`config.mk`:
```
export PLATFORM = sky130hd
export DESIGN_NAME = serial_add_ctrl_flat
export DESIGN_NICKNAME = d
export VERILOG_FILES = /design/src/rtl/serial_add_ctrl_pkg.sv /design/src/rtl/serial_add_ctrl_if.sv /design/src/rtl/fa.sv /design/src/rtl/serial_add_ctrl.sv /design/src/flat_wrapper.sv
export SDC_FILE = /design/constraint.sdc
export NUM_CORES = 1
export LEC_CHECK = 0
export ABC_AREA = 1
export BUFFER_PORTS_ARGS = -buffer_cell sky130_fd_sc_hd__buf_2
export CAP_MARGIN = 20
export CORE_AREA = 2 2 56 71
export DETAILED_ROUTE_END_ITERATION = 6
export DIE_AREA = 0 0 58 73
export GPL_TIMING_DRIVEN = 1
export PLACE_DENSITY = 0.78
export SLEW_MARGIN = 20
export SYNTH_ARGS = -nofsm -noshare
export SYNTH_HDL_FRONTEND = slang
export SYNTH_SLANG_ARGS = --single-unit
```
`constraint.sdc`:
```
create_clock -name clk -period 1.55 [get_ports clk]
set_clock_uncertainty 0.1 [all_clocks]
set_input_delay 0.31 -clock clk [delete_from_list [all_inputs] [get_ports clk]]
set_output_delay 0.31 -clock clk [all_outputs]
set_load 0.01 [all_outputs]
```
`src/rtl/serial_add_ctrl_pkg.sv`:
```
// Shared types for the bit-serial adder sequencer.
// Holds the controller state encoding used by the FSM and its decoders.
package serial_add_ctrl_pkg;

    // Encoding 2'd3 is unused and is treated as idle wherever it is decoded.
    typedef enum logic [1:0] {
        StIdle = 2'd0,
        StRun  = 2'd1,
        StDone = 2'd2
    } state_e;

endpackage

```
`src/rtl/serial_add_ctrl_if.sv`:
```
// Start/done request bus between a requester and the serial adder sequencer.
// The sub signal exists only when SERIAL_ADD_SUB_EN is defined.
interface serial_add_ctrl_if #(
    parameter int unsigned WIDTH = 8
);
    logic             start;
    logic [WIDTH-1:0] a_in;
    logic [WIDTH-1:0] b_in;
    logic             cin;
`ifdef SERIAL_ADD_SUB_EN
    logic             sub;
`endif
    logic             busy;
    logic             done;
    logic [WIDTH-1:0] sum;
    logic             cout;

`ifdef SERIAL_ADD_SUB_EN
    modport master (output start, a_in, b_in, cin, sub, input busy, done, sum, cout);
    modport slave  (input start, a_in, b_in, cin, sub, output busy, done, sum, cout);
`else
    modport master (output start, a_in, b_in, cin, input busy, done, sum, cout);
    modport slave  (input start, a_in, b_in, cin, output busy, done, sum, cout);
`endif

endinterface

```
`src/rtl/fa.sv`:
```
// Shared 1-bit full-adder cell, purely combinational.
module fa (
    input  logic a,
    input  logic b,
    input  logic c,
    output logic s,
    output logic cout
);

    assign s    = a ^ b ^ c;
    assign cout = (a & b) | (c & (a ^ b));

endmodule

```
`src/rtl/serial_add_ctrl.sv`:
```
// Bit-serial adder sequencer: one full-adder cell reused over WIDTH cycles, LSB first.
// Define SERIAL_ADD_SUB_EN to add the sub input (a - b via inverted b and forced carry-in).
module serial_add_ctrl
    import serial_add_ctrl_pkg::*;
#(
    parameter int unsigned WIDTH = 8
) (
    input logic              clk,
    input logic              rst,
    serial_add_ctrl_if.slave bus
);

    localparam int unsigned    CNT_W    = $clog2(WIDTH);
    localparam logic [CNT_W-1:0] CntLast = CNT_W'(WIDTH - 1);

    state_e           state_q, state_d;
    logic [WIDTH-1:0] a_q, b_q;
    logic [WIDTH-1:1] s_q;
    logic             carry_q;
    logic [CNT_W-1:0] cnt_q;
    logic [WIDTH-1:0] sum_q;
    logic             cout_q;

    logic             fa_s, fa_cout;
    logic [WIDTH-1:0] s_next;
    logic [WIDTH-1:0] b_load;
    logic             c_load;
    logic             is_idle, accept, cnt_last;
    logic             busy, done;

`ifdef SERIAL_ADD_SUB_EN
    // Subtraction as a + ~b + 1; cout=1 then means no borrow.
    assign b_load = bus.sub ? ~bus.b_in : bus.b_in;
    assign c_load = bus.sub | bus.cin;
`else
    assign b_load = bus.b_in;
    assign c_load = bus.cin;
`endif

    assign is_idle  = (state_q != StRun) && (state_q != StDone);
    assign accept   = is_idle && bus.start;
    assign cnt_last = (cnt_q == CntLast);
    assign s_next   = {fa_s, s_q};

    fa u_fa (
        .a    (a_q[0]),
        .b    (b_q[0]),
        .c    (carry_q),
        .s    (fa_s),
        .cout (fa_cout)
    );

    always_ff @(posedge clk) begin
        if (rst) begin
            state_q <= StIdle;
        end else begin
            state_q <= state_d;
        end
    end

    always_comb begin
        state_d = state_q;
        unique case (state_q)
            StIdle:  if (bus.start) state_d = StRun;
            StRun:   if (cnt_last) state_d = StDone;
            StDone:  state_d = StIdle;
            default: state_d = bus.start ? StRun : StIdle;
        endcase
    end

    always_comb begin
        busy = 1'b0;
        done = 1'b0;
        unique case (state_q)
            StRun:   busy = 1'b1;
            StDone: begin
                busy = 1'b1;
                done = 1'b1;
            end
            default: ;
        endcase
    end

    always_ff @(posedge clk) begin
        if (rst) begin
            a_q     <= '0;
            b_q     <= '0;
            s_q     <= '0;
            carry_q <= 1'b0;
            cnt_q   <= '0;
            sum_q   <= '0;
            cout_q  <= 1'b0;
        end else if (accept) begin
            a_q     <= bus.a_in;
            b_q     <= b_load;
            carry_q <= c_load;
            cnt_q   <= '0;
        end else if (state_q == StRun) begin
            a_q     <= a_q >> 1;
            b_q     <= b_q >> 1;
            carry_q <= fa_cout;
            s_q     <= s_next[WIDTH-1:1];
            // Counter holds at its last value so it never leaves 0..WIDTH-1.
            if (cnt_last) begin
                sum_q  <= s_next;
                cout_q <= fa_cout;
            end else begin
                cnt_q <= cnt_q + CNT_W'(1);
            end
        end
    end

    assign bus.busy = busy;
    assign bus.done = done;
    assign bus.sum  = sum_q;
    assign bus.cout = cout_q;

endmodule
```
`src/flat_wrapper.sv`:
```
// flat-port wrapper written by rule: the top's interface ports become plain ports
module serial_add_ctrl_flat import serial_add_ctrl_pkg::*;
#(
    parameter int unsigned WIDTH = 8
)
  (clk, rst, bus_start, bus_a_in, bus_b_in, bus_cin, bus_busy, bus_done, bus_sum, bus_cout);
  serial_add_ctrl_if #(.WIDTH(WIDTH)) bus_i ();
  input logic clk;
  input logic rst;
  input wire logic [$bits(bus_i.start)-1:0] bus_start;
  input wire logic [$bits(bus_i.a_in)-1:0] bus_a_in;
  input wire logic [$bits(bus_i.b_in)-1:0] bus_b_in;
  input wire logic [$bits(bus_i.cin)-1:0] bus_cin;
  output wire logic [$bits(bus_i.busy)-1:0] bus_busy;
  output wire logic [$bits(bus_i.done)-1:0] bus_done;
  output wire logic [$bits(bus_i.sum)-1:0] bus_sum;
  output wire logic [$bits(bus_i.cout)-1:0] bus_cout;
  assign bus_i.start = bus_start;
  assign bus_i.a_in = bus_a_in;
  assign bus_i.b_in = bus_b_in;
  assign bus_i.cin = bus_cin;
  assign bus_busy = bus_i.busy;
  assign bus_done = bus_i.done;
  assign bus_sum = bus_i.sum;
  assign bus_cout = bus_i.cout;
  serial_add_ctrl #(.WIDTH(WIDTH)) u_core (.clk(clk), .rst(rst), .bus(bus_i));
endmodule
```
==> results of run 1 <==
==> cells in the mapped netlist, drive strengths merged <==
library cell	n	share of area, %
a211oi	1	0.40
nand3	18	4.8
dfxtp	38	41
fa	1	1.1
nand2	67	16
nor2	23	4.6
xor2	1	0.47
a21oi	26	9.4
inv	12	2.7
buf	14	6.5
o21ai	12	3.2
nand3b	15	6.0
ha	6	4.0
==> placed cells by master, fill, tap and decap left out <==
master	instances
nand2_1	54
dfxtp_1	36
buf_2	30
nor2_1	23
nand3_1	18
nand3b_1	15
a21oi_1	14
o21ai_0	12
a21oi_2	12
nand2_2	11
buf_4	8
inv_1	7
clkbuf_8	5
ha_1	4
inv_2	3
inv_4	2
bufinv_16	2
dfxtp_2	2
nand2_4	1
nand2_8	1
xor2_1	1
a211oi_1	1
fa_1	1
ha_4	1
ha_2	1
clkinv_4	1
buf_12	1
==> layout make-up <==
class,instances,area [sq um]
Sequential cell,38,763.2
Clock inverter,3,68.82
Multi-Input combinational cell,170,953.4
Fill cell,336,1444
Clock buffer,5,68.82
Timing Repair Buffer,39,230.2
Tap cell,40,50.05
Inverter,12,50.05
==> where the power goes <==
| group | switching, mW | total [mW] | leakage [nW] | internal, mW |
|---|---|---|---|---|
| Combinational | 0.384 | 0.649 | 0.598 | 0.265 |
| Clock | 0.376 | 1.02 | 0.0683 | 0.645 |
| Sequential | 0.0560 | 1.13 | 0.312 | 1.07 |
==> cells by family after synthesis <==
| family | Yosys count | share of synthesized area [%] |
|---|---|---|
| buffers and inverters | 26 | 9.175 |
| and+or+nand+nor | 123 | 31.55 |
| AOI/OAI and AO/OA | 39 | 12.99 |
| adders and majority gates | 7 | 5.090 |
| xor gates and xnor gates | 1 | 0.4689 |
| DFF | 38 | 40.72 |
==> metal layers <==
layer  vias to the layer above  global-route usage [%]  wire length [um]
met5                         -                       0                 0
met4                         0                   10.34                76
met3                         5                   4.965               130
met2                        29                   34.34              1906
met1                       752                   21.93              1660
li1                        822                       -                 -
==> critical path, cell delays in order, from the launching register on <==
cell	delay, ns
dfxtp_2	0.34
inv_2	0.06
ha_4	0.27
buf_2	0.12
==> registers in the layout, summed over array words and instances, names as in the netlist <==
signal,count
u_core.a_q,8
u_core.b_q,8
u_core.bus.sum,8
u_core.s_q,7
u_core.cnt_q,3
u_core.state_q,2
u_core.bus.cout,1
u_core.carry_q,1
==> what timing repair did <==
| item | CTS | global route |
|---|---|---|
| endpoints found under the setup margin | 3 | 29 |
| setup buffers | 1 | 2 |
| gates resized for setup | 3 | 4 |
==> stage by stage <==
stage                     area [sq um]  utilization, %  cells  total power, mW  worst slack (ns)
after global placement            2004           55.24    296            1.735           0.03555
after global routing              2185           60.21    307            2.940           0.01541
after detailed placement          2004           55.24    296            1.750           0.01411
after CTS                         2165           59.66    305            2.786          0.001218
final                             2185           60.21    307            2.797           0.04626
after floorplan                   1868               -    234            1.643           0.04672
==> worst paths after layout <==
path	startpoint	end
worst max-delay path	u_core.state_q[1]	bus_busy
worst min-delay path	bus_a_in[7]	u_core.a_q[7]
worst max register to register	u_core.state_q[0]	u_core.a_q[1]
worst min register to register	u_core.bus.sum[1]	u_core.bus.sum[1]
==> impl_metrics.py, run 1 <==
metrics = {
    "final_layout": {
        "layout-drive-gt1-share_pct": 30.34,
        "nets": 293,
        "antenna_cells": 0,
        "syn2layout_area_growth_pct": 16.95,
    },
    "global_routing": {
        "grtUsageTotal_pct": 19.76,
        "antenna_found_initial": 0,
        "grt_pass1_wl_um": 6396,
        "grt_max_degree": 35,
        "grt_pass1_vias": 1492,
        "grt-ovfl-total": 0,
    },
    "timing": {
        "tightest_slew_ns": 0.3172,
        "finalSetupTns_ns": 0,
        "period_share_pct": 97.02,
        "max_freq_mhz": 665.0,
        "timing.hold.ws_ns": 0.1523,
        "fin_crit_ns": 1.504,
        "slew_violations": 0,
        "rsz0062_at_grt": "no",
        "setup_viol": 0,
        "relSlewSlack_pct": 78.85,
        "finalHoldViolCount": 0,
    },
    "floorplan": {
        "core_region_area_sq_mm": 0.003628,
        "die_area_sq_mm": 0.004234,
        "ios": 31,
        "die_x_um": 58,
        "die_h_um": 73,
        "start_util_pct": 51.48,
        "row_count": 25,
    },
    "clock_tree": {
        "cts_tree": "done",
        "clockBufferDepth": 2,
        "cts.sinks": 38,
        "clk_pin_slew_worst_paths_ns": 0.08,
        "cts_root_buf": "clkbuf_8",
        "insertion_delay_ns": 0.30,
        "cts_buffers": 5,
        "cts_hold_buf": 0,
        "h-tree-depth": 2,
    },
    "critical_path": {
        "r2r_setup_slack_ns": 0.11,
        "cp.required_ns": 1.14,
        "critPathMaxFanout": 3,
        "crit_path_end_kind": "output pin",
        "worstPathArrival_ns": 1.09,
        "worstRegToRegCells": 7,
        "crit_path_start_kind": "flip-flop",
        "path_class": "flip-flop to output pin",
    },
    "yosys": {
        "ys_seq_elements": 38,
        "synthDistinctLibCells": 22,
        "avgSynthCellArea_sq_um": 7.983,
        "syn_inst": 234,
        "ys_warn_count": 0,
        "netlist_area_sq_mm": 0.001868,
        "syn-num-nets": 261,
        "ys_seq_area_share_pct": 40.72,
    },
    "route": {
        "num_vias": 1608,
        "drt-vias-per-instance": 5.238,
        "first_pass_iters": 5,
        "wl_per_cell_um": 12.29,
        "drc": 0,
        "drt_wl_total_um": 3772,
        "ant_nets": 0,
        "drt_iter0_markers": 32,
    },
    "placement": {
        "portBuffers": 30,
        "gp_congestion": 0.7554,
        "dp_hpwl_um": 2373,
    },
    "pwr": {
        "ir_drop_v": 0.0007529,
        "power_density_mw_per_mm2": 1280,
        "p_leak_nw": 0.9780,
    },
    "hold_path": {
        "hold_depth": 3,
        "hold_class": "input port to flip-flop",
    },
    "run": {
        "max_cap_viol_count": 0,
    },
    "run_status": {
        "status": "complete, no violations",
    },
}
No activity file was read; power rests on OpenSTA's default activity.
==> inputs of run 2 (changes only) <==
Settings changed: ABC_AREA 1 to not set, PLACE_DENSITY 0.78 to 0.71.
==> impl_metrics.py, run 2 <==
metrics = {
    "route": {
        "first_pass_iters": 3,
        "drc": 0,
        "drt_iter0_markers": 19,
        "drt-vias-per-instance": 5.201,
        "ant_nets": 0,
        "drt_wl_total_um": 2992,
        "wl_per_cell_um": 12.26,
        "num_vias": 1269,
    },
    "final_layout": {
        "final_util_pct": 56.86,
        "stdcell_area_sq_mm": 0.002063,
        "fin_cells": 244,
        "syn2layout_area_growth_pct": 27.04,
        "seq_area_sq_um": 763.2,
        "nets": 230,
        "layout-drive-gt1-share_pct": 27.94,
        "final_common_cell": "dfxtp_1",
        "fillCellCount": 334,
        "multiInputGateArea_sq_um": 830.8,
        "antenna_cells": 0,
        "layout_common_cells": "36 x dfxtp_1, 30 x buf_2, 24 x mux2i_1, 23 x nor2_1",
    },
    "floorplan": {
        "start_util_pct": 44.76,
        "core_region_area_sq_mm": 0.003628,
        "row_count": 25,
        "die_area_sq_mm": 0.004234,
        "ios": 31,
        "die_x_um": 58,
        "die_h_um": 73,
    },
    "yosys": {
        "synth_top_area_share_pct": 46.84,
        "synth_edf_count": 0,
        "synthDistinctLibCells": 23,
        "netlist_area_sq_mm": 0.001624,
        "syn_inst": 171,
        "ys_top_cells_by_area": "dfxtp_1 47%, mux2i_1 15%, a211oi_1 6.9%",
        "avgSynthCellArea_sq_um": 9.497,
        "ys_warn_count": 0,
        "synth_top_flop_cell": "dfxtp_1",
        "ys_seq_area_share_pct": 46.84,
        "async_flop_share_pct": 0,
        "synth_top_cell_by_area": "dfxtp_1",
        "ys_seq_elements": 38,
        "syn-num-nets": 198,
        "synth_most_common_cell": "dfxtp_1",
        "synth_common_cells": "38 x dfxtp_1, 24 x mux2i_1, 23 x nor2_1",
    },
    "clock_tree": {
        "clk_pin_slew_worst_paths_ns": 0.07,
        "insertion_delay_ns": 0.29,
        "cts_root_buf": "clkbuf_8",
        "cts_tree": "done",
        "cts_buffers": 5,
        "cts.sinks": 38,
        "clockBufferDepth": 2,
        "h-tree-depth": 2,
        "cts_hold_buf": 0,
    },
    "pwr": {
        "power_mw": 2.426,
        "p_leak_nw": 0.8390,
        "ir_drop_v": 0.0008927,
        "power_density_mw_per_mm2": 1176,
    },
    "global_routing": {
        "grt-ovfl-total": 0,
        "antenna_found_initial": 0,
        "grtUsageTotal_pct": 15.23,
        "grt_max_degree": 39,
        "met3_usage_pct": 4.787,
        "grt_pass1_wl_um": 4905,
        "use_met2_pct": 24.75,
        "grt_util_met1_pct": 18.56,
        "grt_pass1_vias": 1096,
        "grt_busiest_layer": "met2",
    },
    "run": {
        "max_cap_viol_count": 0,
    },
    "placement": {
        "placed_area_sq_mm": 0.001831,
        "dp_cells": 233,
        "dp_hpwl_um": 1867,
        "gp_congestion": 0.7898,
        "portBuffers": 30,
    },
    "critical_path": {
        "crit_path_start_kind": "flip-flop",
        "crit_path_end_kind": "output pin",
        "worstPathArrival_ns": 1.08,
        "path_class": "flip-flop to output pin",
        "critPathMaxFanout": 3,
        "cp.required_ns": 1.14,
    },
    "timing": {
        "slew_violations": 0,
        "period_share_pct": 96.22,
        "timing.hold.ws_ns": 0.1682,
        "finalHoldViolCount": 0,
        "tightest_slew_ns": 0.3387,
        "setup_viol": 0,
        "max_freq_mhz": 670.5,
        "fin_crit_ns": 1.491,
        "relSlewSlack_pct": 77.37,
    },
    "hold_path": {
        "hold_class": "input port to flip-flop",
    },
    "run_status": {
        "status": "complete, no violations",
    },
}
## run 2: cell count changes after synthesis, sizes merged, moves of 2 or more
cell	change
a21oi	-12
nand3	-9
nor3	+4
clkbuf	+6
mux2i	+24
nand2	-55
o21ai	-11
nor2b	+2
nand3b	-13
a211oi	+14
buf	-7
nand2b	+2
inv	-9
## run 2: area by class of cell
| type | count | area share [%] |
|---|---|---|
| repair buffers | 38 | 12.86 |
| clock buffers | 6 | 4.002 |
| well taps | 40 | 2.426 |
| flip-flops and latches | 38 | 36.99 |
| inverters | 3 | 0.5458 |
| clock inverters | 2 | 2.911 |
| multi-input cells | 117 | 40.27 |
## run 2: cell families (layout without fill, tap and decap cells)
family                   Yosys count  in the layout  synth area share, %
buffers and inverters             16             49                5.008
flip-flops                        38             38                46.84
adder cells (fa/ha/maj)            7              7                5.855
AND/OR/NAND/NOR                   55             55                15.41
XOR/XNOR                           1              1               0.5394
AO/OA/AOI/OAI                     30             30                11.56
multiplexers                      24             24                14.79
## run 2: timing repair
action / in CTS / in global routing
resized for setup: 1 / 10
pin swaps: 0 / 0
setup buffers: 2 / 0
endpoints found under the setup margin: 16 / 20
gates cloned: 0 / 1
## run 2: metrics by stage
stage          worst slack, ns  setup TNS, ns
5_1_grt            -0.00004252    -0.00004252
2_1_floorplan         0.004292              0
4_1_cts               0.007399              0
3_3_place_gp           0.06345              0
3_5_place_dp          0.003931              0
6_report               0.05852              0
## run 2: final timing paths
path	startpoint	end	slack (ns)	cells past startpoint
hold / removal	bus_b_in[7]	u_core.b_q[7]	0.17	3
setup / recovery	u_core.state_q[0]	bus_busy	0.06	3
setup reg to reg	u_core.state_q[0]	u_core.state_q[0]	0.07	5
hold reg to reg	u_core.bus.sum[5]	u_core.bus.sum[5]	0.35	2
## run 2: power by group
part / leakage [nW] / switching (mW) / internal, mW
sequential: 0.311 / 0.0308 / 1.03
clock: 0.0714 / 0.339 / 0.686
combinational: 0.456 / 0.167 / 0.172
## run 2: worst max-delay path, stage by stage, from the launching register on
cell     delay [ns]
dfxtp_2        0.33
inv_1          0.07
ha_4           0.27
buf_2          0.12
## run 2: metal layers
metal,vias to the layer above,wire (um)
li1,656,-
met1,581,1367
met2,27,1436
met3,5,137
met4,0,51
met5,-,0
==> inputs of run 3 (changes only) <==
Settings changed: CORE_AREA 2 2 56 71 to 2 2 62 64, DIE_AREA 0 0 58 73 to 0 0 64 66.
==> impl_metrics.py, run 3 (synthesis results as in run 2) <==
metrics = {
    "critical_path": {
        "crit_buf_inv": 2,
        "cpLargestDelayFamily": "flip-flops",
        "crit_path_start_kind": "flip-flop",
        "crit_slowest_cell": "dfxtp_2",
        "path_class": "flip-flop to output pin",
        "worstRegToRegCells": 5,
        "r2r-end": "u_core.state_q[0]",
        "path_cells": "inv_2 > ha_4 > buf_6",
        "crit_path_end_kind": "output pin",
        "slowest_delay_ns": 0.37,
        "critPathMaxFanout": 3,
        "r2r_setup_slack_ns": 0.02,
        "cp.required_ns": 1.14,
        "cp_num_cells": 3,
        "r2r-start": "u_core.state_q[0]",
        "worstPathArrival_ns": 1.12,
    },
    "hold_path": {
        "hold_class": "input port to flip-flop",
        "min_to": "u_core.b_q[7]",
        "hold_depth": 3,
        "worstHoldStart": "bus_b_in[7]",
    },
    "pwr": {
        "power_density_mw_per_mm2": 1027,
        "power_mw": 2.057,
        "p_int_mw": 1.543,
        "power_frac_clock_pct": 32.0,
        "pwr-share-seq_pct": 51.6,
        "p_leak_nw": 0.8004,
        "ir_drop_v": 0.0004819,
        "power.switching_mw": 0.5133,
        "combPwrFrac_pct": 16.4,
        "p_sw_share_pct": 24.96,
    },
    "timing": {
        "finalHoldViolCount": 0,
        "rsz0062_at_grt": "yes",
        "fin_crit_ns": 1.533,
        "relSlewSlack_pct": 75.01,
        "setup_viol": 0,
        "max_freq_mhz": 652.4,
        "period_share_pct": 98.89,
        "timing.hold.ws_ns": 0.1210,
        "tightest_slew_ns": 0.3748,
        "slew_violations": 0,
    },
    "run": {
        "max_cap_viol_count": 0,
    },
    "floorplan": {
        "start_util_pct": 45.74,
        "row_count": 22,
        "die_h_um": 66,
        "core_region_area_sq_mm": 0.003551,
        "die_x_um": 64,
        "ios": 31,
        "die_area_sq_mm": 0.004224,
    },
    "final_layout": {
        "fillCellCount": 336,
        "layout-drive-gt1-share_pct": 28.43,
        "syn2layout_area_growth_pct": 23.27,
        "final_common_cell": "dfxtp_1",
        "antenna_cells": 0,
        "stdcell_area_sq_mm": 0.002002,
        "layout_common_cells": "36 x dfxtp_1, 29 x buf_2, 24 x mux2i_1, 23 x nor2_1, 13 x a211oi_1",
        "nets": 230,
    },
    "global_routing": {
        "grt-ovfl-total": 0,
        "grt_pass1_vias": 1188,
        "grt_pass1_wl_um": 5181,
        "grtUsageTotal_pct": 15.99,
        "grt_max_degree": 33,
        "antenna_found_initial": 0,
    },
    "route": {
        "num_vias": 1276,
        "drt-vias-per-instance": 5.063,
        "first_pass_iters": 4,
        "drt_iter0_markers": 53,
        "drt_wl_total_um": 3051,
        "ant_nets": 0,
        "drc": 0,
        "wl_per_cell_um": 12.11,
    },
    "run_status": {
        "status": "complete, no violations",
    },
    "clock_tree": {
        "cts.sinks": 38,
        "clk_pin_slew_worst_paths_ns": 0.11,
        "clockBufferDepth": 2,
        "insertion_delay_ns": 0.34,
        "cts_tree": "done",
        "h-tree-depth": 2,
        "cts_root_buf": "clkbuf_4",
        "cts_buffers": 5,
    },
    "placement": {
        "dp_hpwl_um": 1977,
        "portBuffers": 30,
        "gp_congestion": 0.6832,
        "placed_area_sq_mm": 0.001861,
    },
}
-- run 3: repair_timing --
| action | in CTS | in global routing |
|---|---|---|
| endpoints found under the setup margin | 18 | 6 |
| resized for setup | 6 | 8 |
| hold buffers | 0 | 0 |
| buffers inserted | 2 | 0 |
| pin swaps | 1 | 1 |
-- run 3: stage by stage --
step / instances / setup WS [ns] / utilization [%] / TNS [ns]
global route: 252 / -0.02951 / 56.38 / -0.08747
detailed placement: 242 / -0.001370 / 52.40 / -0.001999
CTS: 252 / 0.006008 / 55.46 / 0
global placement: 242 / 0.04958 / 52.40 / 0
floorplan: 171 / 0.004292 / - / 0
finish: 252 / 0.01723 / 56.38 / 0
-- run 3: final cells by class --
type / count / area, sq um / share of cell area, %
clock inverters: 1 / 30.03 / 1.500
multi-input cells: 117 / 822.0 / 41.06
inverters: 3 / 11.26 / 0.5625
repair buffers: 38 / 270.3 / 13.50
well taps: 48 / 60.06 / 3.000
clock buffers: 7 / 45.04 / 2.250
flip-flops and latches: 38 / 763.2 / 38.13
-- run 3: worst max path at each step --
stage / start / end / slack [ns]
finish: u_core.state_q[1] / bus_busy / 0.02
floorplan: u_core.state_q[0] / u_core.a_q[5] / 0.004
detailed placement: u_core.state_q[0] / u_core.b_q[1] / -0.001
CTS: u_core.state_q[0] / bus_busy / 0.006
global route: u_core.state_q[1] / bus_busy / -0.03
global placement: u_core.state_q[0] / u_core.b_q[5] / 0.05
-- run 3: power by group through the flow --
stage | clock network, mW | registers, mW | logic (mW)
6_report | 0.658 | 1.06 | 0.338
5_1_grt | 0.724 | 1.07 | 0.371
4_1_cts | 0.676 | 1.06 | 0.322
3_5_place_dp | 0 | 1.08 | 0.307
3_3_place_gp | 0 | 1.08 | 0.302
2_1_floorplan | 0 | 1.08 | 0.228
-- run 3: metal layers --
layer | wire length, um | track usage [%] | up-vias | share of wire, %
met2 | 1520 | 27.47 | 26 | 50
met1 | 1389 | 18.62 | 587 | 46
met3 | 119 | 4.089 | 4 | 3.9
met4 | 21 | 7.337 | 0 | 0.69
met5 | 0 | 0 | - | 0
li1 | - | - | 659 | -
-- run 3: worst reg2reg max path: stages (launching register included) --
cell	delay [ns]
dfxtp_2	0.34
buf_4	0.14
ha_2	0.22
nor2b_4	0.16
or3_1	0.37
a21oi_2	0.13
